## src/rtl/mem_access_unit.sv

```systemverilog
// MEM pipeline stage: drives the data bus for loads/stores and feeds MEM/WB.
// Optional misaligned-access trap enabled by defining MEM_MISALIGN_TRAP_EN.
module mem_access_unit #(
  parameter int unsigned DBUS_TIMEOUT = 256
) (
  input  logic        clk,
  input  logic        rst,
  input  logic        ex_wreg_i,
  input  logic [4:0]  ex_wreg_addr_i,
  input  logic [31:0] ex_wreg_data_i,
  input  logic [3:0]  ex_memop_i,
  input  logic [31:0] ex_mem_addr_i,
  input  logic [31:0] ex_mem_wdata_i,
  input  logic        stalled_i,
  input  logic        flush_i,
  output logic        dbus_req_o,
  output logic        dbus_we_o,
  output logic [31:0] dbus_addr_o,
  output logic [31:0] dbus_wdata_o,
  output logic [3:0]  dbus_be_o,
  input  logic        dbus_gnt_i,
  input  logic        dbus_rvalid_i,
  input  logic [31:0] dbus_rdata_i,
  output logic        mem_wreg_o,
  output logic [4:0]  mem_wreg_addr_o,
  output logic [31:0] mem_wreg_data_o,
  output logic        stallreq_o,
  output logic        bus_err_o,
  output logic        misalign_o
);
  localparam int unsigned CNT_W = $clog2(DBUS_TIMEOUT);
  localparam logic [3:0] OP_LB = 4'h1, OP_LH = 4'h2, OP_LW = 4'h3, OP_LBU = 4'h4,
                         OP_LHU = 4'h5, OP_SB = 4'h9, OP_SH = 4'hA, OP_SW = 4'hB;

  typedef enum logic [1:0] {S_IDLE, S_ADDR, S_DATA, S_HOLD} state_e;

  state_e             state_q, state_d;
  logic               req_we_q, req_we_d;
  logic [31:0]        req_addr_q, req_addr_d;
  logic [31:0]        req_wdata_q, req_wdata_d;
  logic [3:0]         req_be_q, req_be_d;
  logic [3:0]         req_memop_q, req_memop_d;
  logic               req_wreg_q, req_wreg_d;
  logic [4:0]         req_wreg_addr_q, req_wreg_addr_d;
  logic               discard_q, discard_d;
  logic [CNT_W-1:0]   cnt_q, cnt_d;
  logic               hold_wreg_q, hold_wreg_d;
  logic [4:0]         hold_wreg_addr_q, hold_wreg_addr_d;
  logic [31:0]        hold_data_q, hold_data_d;

  logic        op_valid_c, misalign_c, start_c, timeout_c, resp_c, drop_c, resp_wreg_c;
  logic [31:0] st_wdata_c, resp_data_c;
  logic [3:0]  st_be_c;
  logic [7:0]  byte_c;
  logic [15:0] half_c;

  always_comb begin
    case (ex_memop_i)
      OP_LB, OP_LH, OP_LW, OP_LBU, OP_LHU, OP_SB, OP_SH, OP_SW: op_valid_c = 1'b1;
      default: op_valid_c = 1'b0;
    endcase
  end

`ifdef MEM_MISALIGN_TRAP_EN
  always_comb begin
    case (ex_memop_i)
      OP_LH, OP_LHU, OP_SH: misalign_c = ex_mem_addr_i[0];
      OP_LW, OP_SW:         misalign_c = |ex_mem_addr_i[1:0];
      default:              misalign_c = 1'b0;
    endcase
  end
`else
  assign misalign_c = 1'b0;
`endif

  // Store lane replication and byte enables
  always_comb begin
    st_wdata_c = ex_mem_wdata_i;
    st_be_c    = 4'hF;
    case (ex_memop_i)
      OP_SB: begin
        st_wdata_c = {4{ex_mem_wdata_i[7:0]}};
        st_be_c    = 4'b0001 << ex_mem_addr_i[1:0];
      end
      OP_SH: begin
        st_wdata_c = {2{ex_mem_wdata_i[15:0]}};
        st_be_c    = ex_mem_addr_i[1] ? 4'b1100 : 4'b0011;
      end
      default: ;
    endcase
  end

  // Load lane extraction and extension; a timeout yields zero
  assign byte_c = dbus_rdata_i[{req_addr_q[1:0], 3'b000} +: 8];
  assign half_c = dbus_rdata_i[{req_addr_q[1], 4'b0000} +: 16];

  always_comb begin
    resp_data_c = 32'h0;
    if (!timeout_c) begin
      case (req_memop_q)
        OP_LB:   resp_data_c = {{24{byte_c[7]}}, byte_c};
        OP_LH:   resp_data_c = {{16{half_c[15]}}, half_c};
        OP_LW:   resp_data_c = dbus_rdata_i;
        OP_LBU:  resp_data_c = {24'h0, byte_c};
        OP_LHU:  resp_data_c = {16'h0, half_c};
        default: resp_data_c = 32'h0;
      endcase
    end
  end

  assign start_c     = (state_q == S_IDLE) && op_valid_c && !flush_i && !misalign_c;
  assign timeout_c   = (state_q == S_DATA) && !dbus_rvalid_i && (cnt_q == CNT_W'(DBUS_TIMEOUT - 1));
  assign resp_c      = (state_q == S_DATA) && (dbus_rvalid_i || timeout_c);
  assign drop_c      = discard_q || flush_i;
  assign resp_wreg_c = req_wreg_q && !req_we_q && !timeout_c;

  always_ff @(posedge clk or posedge rst) begin
    if (rst) begin
      state_q          <= S_IDLE;
      req_we_q         <= 1'b0;
      req_addr_q       <= 32'h0;
      req_wdata_q      <= 32'h0;
      req_be_q         <= 4'h0;
      req_memop_q      <= 4'h0;
      req_wreg_q       <= 1'b0;
      req_wreg_addr_q  <= 5'h0;
      discard_q        <= 1'b0;
      cnt_q            <= '0;
      hold_wreg_q      <= 1'b0;
      hold_wreg_addr_q <= 5'h0;
      hold_data_q      <= 32'h0;
    end else begin
      state_q          <= state_d;
      req_we_q         <= req_we_d;
      req_addr_q       <= req_addr_d;
      req_wdata_q      <= req_wdata_d;
      req_be_q         <= req_be_d;
      req_memop_q      <= req_memop_d;
      req_wreg_q       <= req_wreg_d;
      req_wreg_addr_q  <= req_wreg_addr_d;
      discard_q        <= discard_d;
      cnt_q            <= cnt_d;
      hold_wreg_q      <= hold_wreg_d;
      hold_wreg_addr_q <= hold_wreg_addr_d;
      hold_data_q      <= hold_data_d;
    end
  end

  // Next state and request/hold buffer updates
  always_comb begin
    state_d          = state_q;
    req_we_d         = req_we_q;
    req_addr_d       = req_addr_q;
    req_wdata_d      = req_wdata_q;
    req_be_d         = req_be_q;
    req_memop_d      = req_memop_q;
    req_wreg_d       = req_wreg_q;
    req_wreg_addr_d  = req_wreg_addr_q;
    discard_d        = discard_q;
    cnt_d            = cnt_q;
    hold_wreg_d      = hold_wreg_q;
    hold_wreg_addr_d = hold_wreg_addr_q;
    hold_data_d      = hold_data_q;
    case (state_q)
      S_IDLE: begin
        if (start_c) begin
          state_d         = S_ADDR;
          req_we_d        = ex_memop_i[3];
          req_addr_d      = ex_mem_addr_i;
          req_wdata_d     = st_wdata_c;
          req_be_d        = st_be_c;
          req_memop_d     = ex_memop_i;
          req_wreg_d      = ex_wreg_i;
          req_wreg_addr_d = ex_wreg_addr_i;
          discard_d       = 1'b0;
        end
      end
      S_ADDR: begin
        if (flush_i) discard_d = 1'b1;
        if (dbus_gnt_i) begin
          state_d = S_DATA;
          cnt_d   = '0;
        end
      end
      S_DATA: begin
        if (flush_i) discard_d = 1'b1;
        if (resp_c) begin
          if (drop_c || !stalled_i) begin
            state_d = S_IDLE;
          end else begin
            state_d          = S_HOLD;
            hold_wreg_d      = resp_wreg_c;
            hold_wreg_addr_d = req_wreg_addr_q;
            hold_data_d      = resp_data_c;
          end
        end else begin
          cnt_d = cnt_q + CNT_W'(1);
        end
      end
      S_HOLD: begin
        if (flush_i) begin
          hold_wreg_d = 1'b0;
          state_d     = S_IDLE;
        end else if (!stalled_i) begin
          state_d = S_IDLE;
        end
      end
      default: state_d = S_IDLE;
    endcase
  end

  // Outputs; everything forced low while reset is asserted
  always_comb begin
    dbus_req_o      = 1'b0;
    dbus_we_o       = 1'b0;
    dbus_addr_o     = 32'h0;
    dbus_wdata_o    = 32'h0;
    dbus_be_o       = 4'h0;
    mem_wreg_o      = 1'b0;
    mem_wreg_addr_o = 5'h0;
    mem_wreg_data_o = 32'h0;
    stallreq_o      = 1'b0;
    bus_err_o       = 1'b0;
    misalign_o      = 1'b0;
    if (!rst) begin
      dbus_we_o    = req_we_q;
      dbus_addr_o  = {req_addr_q[31:2], 2'b00};
      dbus_wdata_o = req_wdata_q;
      dbus_be_o    = req_be_q;
      case (state_q)
        S_IDLE: begin
          if (start_c) begin
            stallreq_o = 1'b1;
          end else if (op_valid_c && !flush_i && misalign_c) begin
            misalign_o = 1'b1;
          end else begin
            mem_wreg_o      = ex_wreg_i && !flush_i;
            mem_wreg_addr_o = ex_wreg_addr_i;
            mem_wreg_data_o = ex_wreg_data_i;
          end
        end
        S_ADDR: begin
          dbus_req_o = 1'b1;
          stallreq_o = 1'b1;
        end
        S_DATA: begin
          stallreq_o = !resp_c;
          bus_err_o  = timeout_c;
          if (resp_c && !drop_c) begin
            mem_wreg_o      = resp_wreg_c;
            mem_wreg_addr_o = req_wreg_addr_q;
            mem_wreg_data_o = resp_data_c;
          end
        end
        S_HOLD: begin
          mem_wreg_o      = hold_wreg_q && !flush_i;
          mem_wreg_addr_o = hold_wreg_addr_q;
          mem_wreg_data_o = hold_data_q;
        end
        default: ;
      endcase
    end
  end
endmodule
```

## config.mk

```make
export PLATFORM = sky130hd
export DESIGN_NAME = mem_access_unit
export DESIGN_NICKNAME = d
export VERILOG_FILES = /design/src/rtl/mem_access_unit.sv
export SDC_FILE = /design/constraint.sdc
export NUM_CORES = 1
export LEC_CHECK = 0
export CAP_MARGIN = 30
export CORE_UTILIZATION = 46
export DETAILED_ROUTE_END_ITERATION = 8
export PLACE_DENSITY = 0.82
export SYNTH_ARGS = -nofsm -noshare
export SYNTH_HDL_FRONTEND = slang
export SYNTH_SLANG_ARGS = --single-unit
```

## constraint.sdc

```tcl
create_clock -name clk -period 5.3 [get_ports clk]
set_input_delay 1.06 -clock clk [delete_from_list [all_inputs] [get_ports clk]]
set_output_delay 1.06 -clock clk [all_outputs]
set_load 0.02 [all_outputs]
```

Yosys cells after proc, flatten, opt, wreduce, memory -nomap -nowiden
Memories as Yosys holds them, arrays and structs flattened.
Cells that the tools add are included.

storage, ports and cells
  input bits = 144
  memories = 1
  flip-flop bits (word level) = 128
  word-level logic and storage cells = 114
  ROM bits = 16
  output and inout port bits = 111

cells by class
  bitwise gates (word level) = 1
  multiplexer cells = 45
  eq/ne operators = 19
  add/sub/neg operators = 1
  reduce and logical (&&, ||, !) cells = 31
  shift operators = 3

memory list
  name              depth  bits a word  rd ports  clocked after Yosys merged registers in  write ports  RTL line  text
  (name not given)  16     1            1         0                                        0            58        case (ex_memop_i)

operators by type and width
  operator             count
  $mux 32              6
  $pmux 32 s5          1
  $pmux 32 s3          1
  $pmux 32 s2          1
  $shiftx 32x6->16     1
  $shiftx 32x6->8      1
  $mux 8               2
  $pmux 8 s2           1
  $mux 1               15
  $mux 5               3
  $pmux 5 s3           1
  $mux 2               6
  $ne 2x2->1 const B   6
  $logic_and 1x1->1    10
  $reduce_and 3->1     3
  $add 8x1->8 const B  1
  $eq 4x2->1 const B   2
  $eq 4x3->1 const B   2
  $eq 4x4->1 const B   2
  $eq 8x8->1 const B   1
  $mux 4               2
  $pmux 2 s4           1
  $pmux 4 s2           1
  $reduce_and 4->1     2
  other kinds (15)     28

Longest topological paths before layout
Gate-level depths: netlist (run 1).

  word-level depth = 9
  mapped depth = 10
  mapped depth without buffers = 7

Worst setup path before layout (run 1)
Ideal clock, no wire load.

  kind = input to output
  start = input rst
  end = output mem_wreg_data_o[25]
  arrival = 2594 ps
  path slack = 1646 ps
  required time = 4240 ps
  stages = 9
  path buffers = 4
  cells stage by stage = buf_2 -> or2_2 -> clkbuf_1 -> nor2_4 -> and2_1 -> buf_6 -> nand2_4 -> buf_6 -> o22ai_1

between the ends
  cells in the longest elaborated chain, start to end = 1

ends and longest elaborated chain
  element      RTL line  text
  from (decl)  7         input logic rst,
  $mux 32      225       if (!rst) begin
  to (decl)    26        output logic [31:0] mem_wreg_data_o,

Every way passes these cells.

Final worst setup path (run 1)
  start = input flush_i
  end = output mem_wreg_data_o[26]

between the ends
  cells in the longest elaborated chain, start to end = 6
  elaborated cells on any way between the ends = 9
  classes of those cells = mux: 4; reduce/logical: 5

ends and longest elaborated chain
  element            RTL line  text
  from (decl)        15        input logic flush_i,
  $logic_or 1x1->1   114       assign drop_c = discard_q || flush_i;
  $logic_not 1->1    249       if (resp_c && !drop_c) begin
  $logic_and 1x1->1  249
  $mux 32            249
  $pmux 32 s3 (*)    230       case (state_q)
  $mux 32 (*)        225

Mark *: on every way between the ends. The rest lies on a longest branch, timed or not.

==> results of run 1 <==
critical path, stage by stage:
cell and delay [ns]:
clkdlybuf4s50_1 0.49, or3b_4 0.45, nor2_4 0.13, and2_1 0.46, nand2_4 0.21, o22ai_1 0.23, clkdlybuf4s50_1 0.64
layer usage:
| metal | part of all wire (%) | wire [µm] | global-route usage [%] |
|---|---|---|---|
| met2 | 47 | 10800 | 46.6 |
| met3 | 10 | 2430 | 10.6 |
| met4 | 3.2 | 739 | 12.5 |
| met1 | 40 | 9170 | 33.8 |
| met5 | 0 | 0 | 0 |
Yosys cell counts (10+ instances only):
master    instances  area, µm²
and2_1           10       62.6
dfrtp_1         127       3180
a211o_1          12        105
o22ai_1          16        100
nor2_1           47        176
mux2_2           54        608
o21ai_0          21        105
clkbuf_1         26       97.6
buf_2            22        110
nand2_1          50        188
a21oi_1          75        375
nor2b_1          74        463
a22oi_1          29        218
mux2i_1          24        240
o21ai_1          12       60.1
metrics by stage:
| stage | util (%) | instance area, µm² |
|---|---|---|
| 6_report | 68.7 | 10600 |
| 5_1_grt | 68.7 | 10600 |
| 4_1_cts | 68.7 | 10600 |
| 3_5_place_dp | 64.9 | 10000 |
| 3_3_place_gp | 64.7 | 9980 |
| 2_1_floorplan | - | 7390 |
final cells by class:
class,instances,area [µm²]
Fill cell,1220,4820
Multi-Input combinational cell,564,3870
Sequential cell,127,3180
Timing Repair Buffer,267,2660
Clock buffer,21,460
Tap cell,211,264
Clock inverter,10,136
Inverter,9,36.3
where the power goes:
part | switching, mW | internal, mW | total [mW]
combinational | 1.19 | 1.12 | 2.30
sequential | 0.279 | 1.37 | 1.65
clock | 0.436 | 0.760 | 1.20
final timing paths:
kind / start / end / slack, ns / depth (start not counted)
worst max register to register: state_q[0]$_DFFE_PP0P_ / hold_data_q[11]$_DFFE_PP0P_ / 2.64 / 9
min in group asynchronous: rst / req_addr_q[28]$_DFFE_PP0P_ / 1.28 / 3
worst max-delay path: flush_i / mem_wreg_data_o[26] / 0.56 / 7
max in group asynchronous: rst / hold_data_q[25]$_DFFE_PP0P_ / 3.18 / 4
worst min register to register: hold_data_q[17]$_DFFE_PP0P_ / hold_data_q[17]$_DFFE_PP0P_ / 0.49 / 2
worst min-delay path: hold_data_q[17]$_DFFE_PP0P_ / hold_data_q[17]$_DFFE_PP0P_ / 0.49 / 2
state kept, by name (all words and copies together) (netlist names):
name and flops:
req_memop_q 3, hold_wreg_addr_q 5, req_wreg_q 1, req_wreg_addr_q 5, req_be_q 4, hold_data_q 32
state_q 2, hold_wreg_q 1, cnt_q 8, req_we_q 1, req_wdata_q 32, discard_q 1
req_addr_q 32
kinds of logic (layout without fill, tap and decap cells):
| logic type | count (synthesis) | count (layout) | share of synthesized area, % |
|---|---|---|---|
| AND/OR/NAND/NOR | 241 | 241 | 17.7 |
| flip-flops | 127 | 127 | 43.0 |
| XOR/XNOR | 5 | 5 | 0.593 |
| adder cells (fa/ha/maj) | 6 | 6 | 1.02 |
| other | 1 | 3 | 0.0508 |
| multiplexers | 80 | 80 | 12.0 |
| buffers and inverters | 72 | 307 | 4.95 |
| AO/OA/AOI/OAI | 229 | 229 | 20.7 |
==> results.ini, run 1 <==
[worst_setup_path]
startpoint_type = input pin
crit_required_ns = 4.24
crit_fanout = 16
crit_path_end_kind = output pin
worstPathArrival_ns = 3.68
crit_type = in2out

[die]
initial_core_util_pct = 47.9
ioPinCount = 255
die-width_um = 129
core_region_area_um2 = 15400
die_h_um = 129
fp.dieArea_um2 = 16600
rows = 45

[logic_synthesis]
synth-seq-cells = 127
synth_cell_types = 69
synth-main-ff-cell = dfrtp_1
yosysSeqAreaShare_pct = 43.0
synth_edf_count = 0
netlist_area_um2 = 7390
ys_warn_count = 0
syn_avg_cell_area_um2 = 9.71
synth_cells = 761
async_reset_ff_share_pct = 100

[sta]
fmax_mhz = 211
fin_crit_ns = 4.74
finalHoldViolCount = 0
setup_ws_ns = 0.564
setup_violations = 0
slew_violations = 0
tns_ns = 0
worstMarginPinSlew_ns = 1.01
post-route-period-util_pct = 89.4
skew_ns = 0.00625
max_slew_margin_pct = 32.5
rsz0062_at_grt = false
timing.hold.ws_ns = 0.490

[place]
io_buffers = 251
gp_congestion = 0.883
hpwl_mm = 16.5
place_inst = 1178
place_ws_ns = 0.572

[global_routing]
grt_max_degree = 75
grt_overflow = 0
gr-usage-all-layers_pct = 28.6
antenna_found_initial = 0
grt_pass1_vias = 6938
grt_pass1_wl_mm = 36.3

[routing]
dr.pass1.iters = 7
drcViolationCount = 0
vias = 7002
via_per_inst = 5.79
final_antenna_net_count = 0
wl_mm = 23.2
detail_route.wl_per_cell_um = 19.2
drtIter0Drc = 498

[cts]
cts.sinks = 127
cts-root-buf = clkbuf_16
cts_setup_buffers = 0
cts_tree = yes
clk_latency_ns = 0.42
htree_levels = 4
clockBufferDepth = 2
cts_resized = 0
cts_buffers = 17
clk_pin_slew_ns = 0.06
cts_hold_buf = 0

[power_and_ir_drop]
finalPower_mw = 5.15
leakagePower_nw = 4.33
p_per_area_nw_per_um2 = 486
irDropWorstVdd_uv = 293

[final_layout]
nets = 1136
final_cell_mix = 250 x clkdlybuf4s50_1, 127 x dfrtp_1, 75 x a21oi_1, 74 x nor2b_1, 54 x mux2_2
antenna_cells = 0
layout_commonest_cell = clkdlybuf4s50_1
drive_above_1_share_pct = 12.6
areaGrowthSynthToFinish_pct = 43.6
final_cells = 1209

[hold_path]
hp-class = reg2reg

[status]
status = finished, final reports clean

[run]
max_cap_violations = 0

(Power assumes the default switching activity.)
==> inputs of run 2 (changes only) <==
--- a/config.mk
+++ b/config.mk
@@ -8,7 +8,8 @@
 export CAP_MARGIN = 30
 export CORE_UTILIZATION = 46
 export DETAILED_ROUTE_END_ITERATION = 8
-export PLACE_DENSITY = 0.82
+export PLACE_DENSITY = 0.86
+export RECOVER_POWER = 25
 export SYNTH_ARGS = -nofsm -noshare
 export SYNTH_HDL_FRONTEND = slang
 export SYNTH_SLANG_ARGS = --single-unit
==> constraint.sdc (replaced) <==
create_clock -name clk -period 5 [get_ports clk]
set_input_delay 1 -clock clk [delete_from_list [all_inputs] [get_ports clk]]
set_output_delay 1 -clock clk [all_outputs]
set_load 0.02 [all_outputs]
==> results.ini, run 2 (synthesis results as in run 1) <==
[global_routing]
grt_max_degree = 72  ; -4.0%
grt_pass1_wl_mm = 36.1  ; -0.59%
antenna_found_initial = 2  ; +2
gr-usage-all-layers_pct = 28.5  ; -0.084 points
grt_pass1_vias = 6880  ; -0.84%
grt_overflow = 0  ; unchanged

[die]
core_region_area_um2 = 15400  ; unchanged
rows = 45  ; unchanged
ioPinCount = 255  ; unchanged
die-width_um = 129  ; unchanged
initial_core_util_pct = 47.9  ; unchanged
fp.dieArea_um2 = 16600  ; unchanged
die_h_um = 129  ; unchanged

[sta]
post-route-period-util_pct = 92.3
worstMarginPinSlew_ns = 2.58  ; +1.56 ns
rsz0062_at_grt = false
finalHoldViolCount = 0  ; unchanged
setup_ws_ns = 0.386  ; -0.178 ns
max_slew_margin_pct = -72.7  ; -110 points
fin_crit_ns = 4.61
setup_violations = 0  ; unchanged
tns_ns = 0  ; unchanged
slew_violations = 59  ; +59
fmax_mhz = 217
timing.hold.ws_ns = 0.488  ; -0.00255 ns
skew_ns = 0.00836  ; +0.00211 ns

[worst_setup_path]
crit_path_end_kind = output pin
worstPathArrival_ns = 3.61  ; -0.07 ns
path_cells = clkdlybuf4s50_1 > o21ai_0 > a31oi_2 > and2_1 > a32o_1 > or3_1 > clkdlybuf4s50_1
crit_buf_inv = 2  ; unchanged
slowest_stage = clkdlybuf4s50_1
crit_type = in2out
crit_required_ns = 4.00  ; -0.24 ns
crit_fanout = 10  ; -6
critical_path.most_common_cell = clkdlybuf4s50_1
r2r_slack_ns = 2.39  ; -0.25 ns
startpoint_type = input pin
critPathTopFamily = buffers and inverters
slowest_delay_ns = 0.56  ; -0.08 ns

[final_layout]
reg_top3 = hold_data_q: 32 flops, req_addr_q: 32 flops, req_wdata_q: 32 flops
post-route-util_pct = 68.8  ; about the same
nets = 1137  ; +0.088%
fillers = 1154  ; -5.4%
final_cell_area_um2 = 10600  ; about the same
layout_commonest_cell = clkdlybuf4s50_1
drive_above_1_share_pct = 12.5  ; -0.13 points
register_area_um2 = 3180  ; unchanged
areaGrowthSynthToFinish_pct = 43.7  ; about the same
final_cell_mix = 248 x clkdlybuf4s50_1, 127 x dfrtp_1, 75 x a21oi_1, 74 x nor2b_1, 54 x mux2_2
final_cells = 1213  ; +0.33%
multi_input_area_um2 = 3860  ; -0.13%

[routing]
drtIter0Drc = 480  ; -3.6%
final_antenna_net_count = 0  ; unchanged
drcViolationCount = 0  ; unchanged
dr.pass1.iters = 5  ; -2
detail_route.wl_per_cell_um = 19.3  ; +0.56%
wl_mm = 23.4  ; +0.89%
vias = 7066  ; +0.91%
via_per_inst = 5.83  ; +0.58%

[cts]
cts_tree = yes
cts-root-buf = clkbuf_16
cts_buffers = 17  ; unchanged
cts_resized = 0  ; unchanged
cts_hold_buf = 0  ; unchanged
clockBufferDepth = 2  ; unchanged
clk_latency_ns = 0.42  ; about the same
htree_levels = 4  ; unchanged
cts_setup_buffers = 0  ; unchanged
clk_pin_slew_ns = 0.06  ; about the same
cts.sinks = 127  ; unchanged

[hold_path]
hp-class = reg2reg

[place]
place_inst = 1179  ; +0.085%
place_area_um2 = 10000  ; -0.12%
hpwl_mm = 16.5  ; +0.18%
gp_congestion = 0.945  ; +7.1%
place_ws_ns = 0.493  ; -0.0789 ns
io_buffers = 251  ; unchanged

[status]
violations = max-capacitance violations, max-slew violations
status = complete, but fails checks

[power_and_ir_drop]
p_per_area_nw_per_um2 = 521  ; +7.2%
leakagePower_nw = 4.33  ; about the same
finalPower_mw = 5.53  ; +7.3%
irDropWorstVdd_uv = 382  ; +31%

[run]
max_cap_violations = 1  ; +1

[run 2: changes by cell type in the layout (fill, tap and decap cells not counted), sizes merged, moves of 2 or more]
cell,before,now
buf,17,14
clkbuf,21,23
clkdlybuf4s50,250,248
clkinv,4,6
diode,0,2
dlygate4sd3,0,2
[run 2: power breakdown]
group	internal (mW)	total [mW]	leakage [nW]	switching, mW
Clock	0.849	1.32	0.300	0.472
Combinational	1.17	2.44	2.47	1.26
Sequential	1.46	1.77	1.56	0.315
[run 2: path summary, 6_finish.rpt]
path,startpoint,endpoint,cells after the start
worst max register to register,state_q[0]$_DFFE_PP0P_,hold_data_q[10]$_DFFE_PP0P_,9
worst max-delay path,ex_memop_i[1],mem_wreg_data_o[15],7
max in group asynchronous,rst,hold_wreg_addr_q[2]$_DFFE_PP0P_,4
min in group asynchronous,rst,req_addr_q[29]$_DFFE_PP0P_,3
worst min register to register,hold_data_q[13]$_DFFE_PP0P_,hold_data_q[13]$_DFFE_PP0P_,1
worst min-delay path,hold_data_q[13]$_DFFE_PP0P_,hold_data_q[13]$_DFFE_PP0P_,1
[run 2: area by class of cell]
| class | count | area share [%] |
|---|---|---|
| Antenna cell | 2 | 0.0472 |
| Clock buffer | 19 | 4.17 |
| Clock inverter | 13 | 1.77 |
| Inverter | 9 | 0.330 |
| Multi-Input combinational cell | 564 | 36.4 |
| Sequential cell | 127 | 29.9 |
| Tap cell | 211 | 2.49 |
| Timing Repair Buffer | 268 | 24.8 |
[run 2: worst register-to-register path, cell delays in order (launching register included)]
cell	delay (ns)
dfrtp_1	0.43
inv_1	0.12
ha_1	0.15
buf_4	0.21
nand4bb_1	0.19
a2111oi_2	0.35
buf_4	0.24
or3b_1	0.58
nor2_2	0.16
a211o_1	0.12
[run 2: per-layer routing]
| layer | routed length (µm) | vias to the layer above | part of all wire, % | track usage (%) |
|---|---|---|---|---|
| li1 | - | 3225 | - | - |
| met1 | 8980 | 3351 | 38 | 34.0 |
| met2 | 11000 | 425 | 47 | 46.1 |
| met3 | 2660 | 65 | 11 | 10.0 |
| met4 | 768 | 0 | 3.3 | 13.4 |
| met5 | 0 | - | 0 | 0 |
==> inputs of run 3 (changes only) <==
--- a/config.mk
+++ b/config.mk
@@ -6,9 +6,9 @@
 export NUM_CORES = 1
 export LEC_CHECK = 0
 export CAP_MARGIN = 30
-export CORE_UTILIZATION = 46
+export CORE_UTILIZATION = 30
 export DETAILED_ROUTE_END_ITERATION = 8
-export PLACE_DENSITY = 0.86
+export PLACE_DENSITY = 0.62
 export RECOVER_POWER = 25
 export SYNTH_ARGS = -nofsm -noshare
 export SYNTH_HDL_FRONTEND = slang
==> results.ini, run 3 (synthesis results as in run 1) <==
[status]
status = complete, but fails checks
violations = max-capacitance violations, max-slew violations

[cts]
cts_setup_buffers = 0  ; unchanged
clk_pin_slew_ns = 0.06  ; about the same
cts_tree = yes
htree_levels = 4  ; unchanged
cts.sinks = 127  ; unchanged
cts-root-buf = clkbuf_16
cts_buffers = 17  ; unchanged
clockBufferDepth = 2  ; unchanged
cts_resized = 0  ; unchanged
cts_hold_buf = 0  ; unchanged
clk_latency_ns = 0.41  ; about the same

[power_and_ir_drop]
p_per_area_nw_per_um2 = 511  ; -1.8%
irDropWorstVdd_uv = 231  ; -40%
leakagePower_nw = 4.33  ; about the same

[sta]
fmax_mhz = 218  ; +0.47%
tns_ns = 0  ; unchanged
slew_violations = 156  ; +160%
post-route-period-util_pct = 91.8  ; -0.43 points
setup_violations = 0  ; unchanged
skew_ns = 0.0119  ; +0.00351 ns
max_slew_margin_pct = -23.9  ; +49 points
finalHoldViolCount = 0  ; unchanged
fin_crit_ns = 4.59  ; -0.0215 ns
worstMarginPinSlew_ns = 1.85  ; -0.722 ns
rsz0062_at_grt = false

[die]
rows = 57  ; +27%
core_region_area_um2 = 24200  ; +57%
fp.dieArea_um2 = 25300  ; +52%
die_h_um = 159  ; +23%
initial_core_util_pct = 30.5  ; -17 points
ioPinCount = 255  ; unchanged
die-width_um = 159  ; +23%

[worst_setup_path]
worstPathArrival_ns = 3.59  ; -0.02 ns
crit_fanout = 8  ; -2
crit_required_ns = 4.00  ; about the same
rr_startpoint = state_q[0]$_DFFE_PP0P_
ff2ff_path_depth = 9  ; unchanged
crit_path_end_kind = output pin
crit_type = in2out
reg2reg_to = hold_data_q[9]$_DFFE_PP0P_
startpoint_type = input pin
r2r_slack_ns = 2.31  ; -0.08 ns

[hold_path]
whs_path_depth = 2  ; +1
hold_end = hold_data_q[17]$_DFFE_PP0P_
hp-start = hold_data_q[17]$_DFFE_PP0P_
hp-class = reg2reg

[final_layout]
areaGrowthSynthToFinish_pct = 45.4
drive_above_1_share_pct = 12.9  ; +0.37 points
layout_commonest_cell = clkdlybuf4s50_1
antenna_cells = 0  ; -2
post-route-util_pct = 44.3  ; -25 points
reg_top3 = hold_data_q: 32 flops, req_addr_q: 32 flops, req_wdata_q: 32 flops
fillers = 2391  ; +110%
nets = 1139  ; +0.18%
final_cell_mix = 246 x clkdlybuf4s50_1, 127 x dfrtp_1, 75 x a21oi_1, 74 x nor2b_1, 54 x mux2_2

[place]
hpwl_mm = 18.1  ; +9.8%
gp_congestion = 0.898  ; -5.0%
io_buffers = 251  ; unchanged

[routing]
dr.pass1.iters = 5  ; unchanged
drcViolationCount = 0  ; unchanged
drtIter0Drc = 452  ; -5.8%
wl_mm = 25.5  ; +9.1%
via_per_inst = 5.15  ; -12%
final_antenna_net_count = 0  ; unchanged
detail_route.wl_per_cell_um = 19.2  ; -0.17%
vias = 6827  ; -3.4%

[global_routing]
grt_overflow = 0  ; unchanged
antenna_found_initial = 0  ; -2
gr-usage-all-layers_pct = 20.4  ; -8.1 points
grt_pass1_wl_mm = 40.2  ; +11%
grt_pass1_vias = 6846  ; -0.49%
grt_max_degree = 84  ; +17%

[run]
max_cap_violations = 2  ; +1

==> run 3: cell types whose count changed in the layout (fill, tap and decap cells not counted), sizes merged <==
cell | before | now
bufinv | 4 | 2
buf | 14 | 18
clkdlybuf4s50 | 248 | 246
clkinv | 6 | 3
diode | 2 | 0
clkbuf | 23 | 21
dlygate4sd3 | 2 | 4
inv | 8 | 13
==> run 3: cell type report <==
class	count	area, µm²	share of cell area (%)
multi-input cells	564	3870	36.0
flip-flops and latches	127	3180	29.6
repair buffers	270	2670	24.8
clock buffers	19	433	4.03
well taps	324	405	3.77
clock inverters	13	153	1.42
inverters	9	37.5	0.349
==> run 3: how the worst max path moves through the flow <==
stage	cells after the start	from	to	slack (ns)
2_1_floorplan	3	rst	cnt_q[0]$_DFFE_PP0P_	0.25
3_3_place_gp	7	ex_memop_i[1]	mem_wreg_data_o[15]	0.49
3_5_place_dp	7	ex_memop_i[1]	mem_wreg_data_o[15]	0.44
4_1_cts	7	ex_memop_i[1]	mem_wreg_data_o[15]	0.45
5_1_grt	7	flush_i	mem_wreg_data_o[8]	0.20
6_report	7	flush_i	mem_wreg_data_o[10]	0.41
==> run 3: metal layers <==
metal / wire (µm) / vias to the layer above / track usage (%)
met5: 0 / - / 0
met2: 11700 / 257 / 32.3
met1: 11600 / 3331 / 27.0
met3: 1940 / 17 / 6.30
met4: 343 / 0 / 5.03
li1: - / 3222 / -
==> run 3: worst max-delay path: stages <==
cell	delay, ns
dlygate4sd3_1	0.61
or3b_4	0.44
nor2_4	0.14
nand4bb_1	0.34
o21ai_0	0.32
a211o_1	0.15
clkdlybuf4s50_1	0.59
==> run 3: metrics by stage <==
| step | total power [mW] | hold WS [ns] | std cells | area (µm²) | setup WS (ns) |
|---|---|---|---|---|---|
| 2_1_floorplan | 3.30 | 0.451 | 763 | 7390 | 0.252 |
| 3_3_place_gp | 4.20 | 0.471 | 1293 | 10100 | 0.487 |
| 3_5_place_dp | 4.24 | 0.477 | 1294 | 10200 | 0.445 |
| 4_1_cts | 5.54 | 0.491 | 1326 | 10800 | 0.447 |
| 5_1_grt | 5.83 | 0.508 | 1326 | 10700 | 0.200 |
| 6_report | 5.49 | 0.492 | 1326 | 10700 | 0.408 |
==> run 3: power by group <==
| part | internal, mW | leakage (nW) | total (mW) | switching (mW) |
|---|---|---|---|---|
| clock network | 0.747 | 0.276 | 1.26 | 0.518 |
| logic | 1.18 | 2.49 | 2.44 | 1.26 |
| registers | 1.46 | 1.56 | 1.79 | 0.331 |
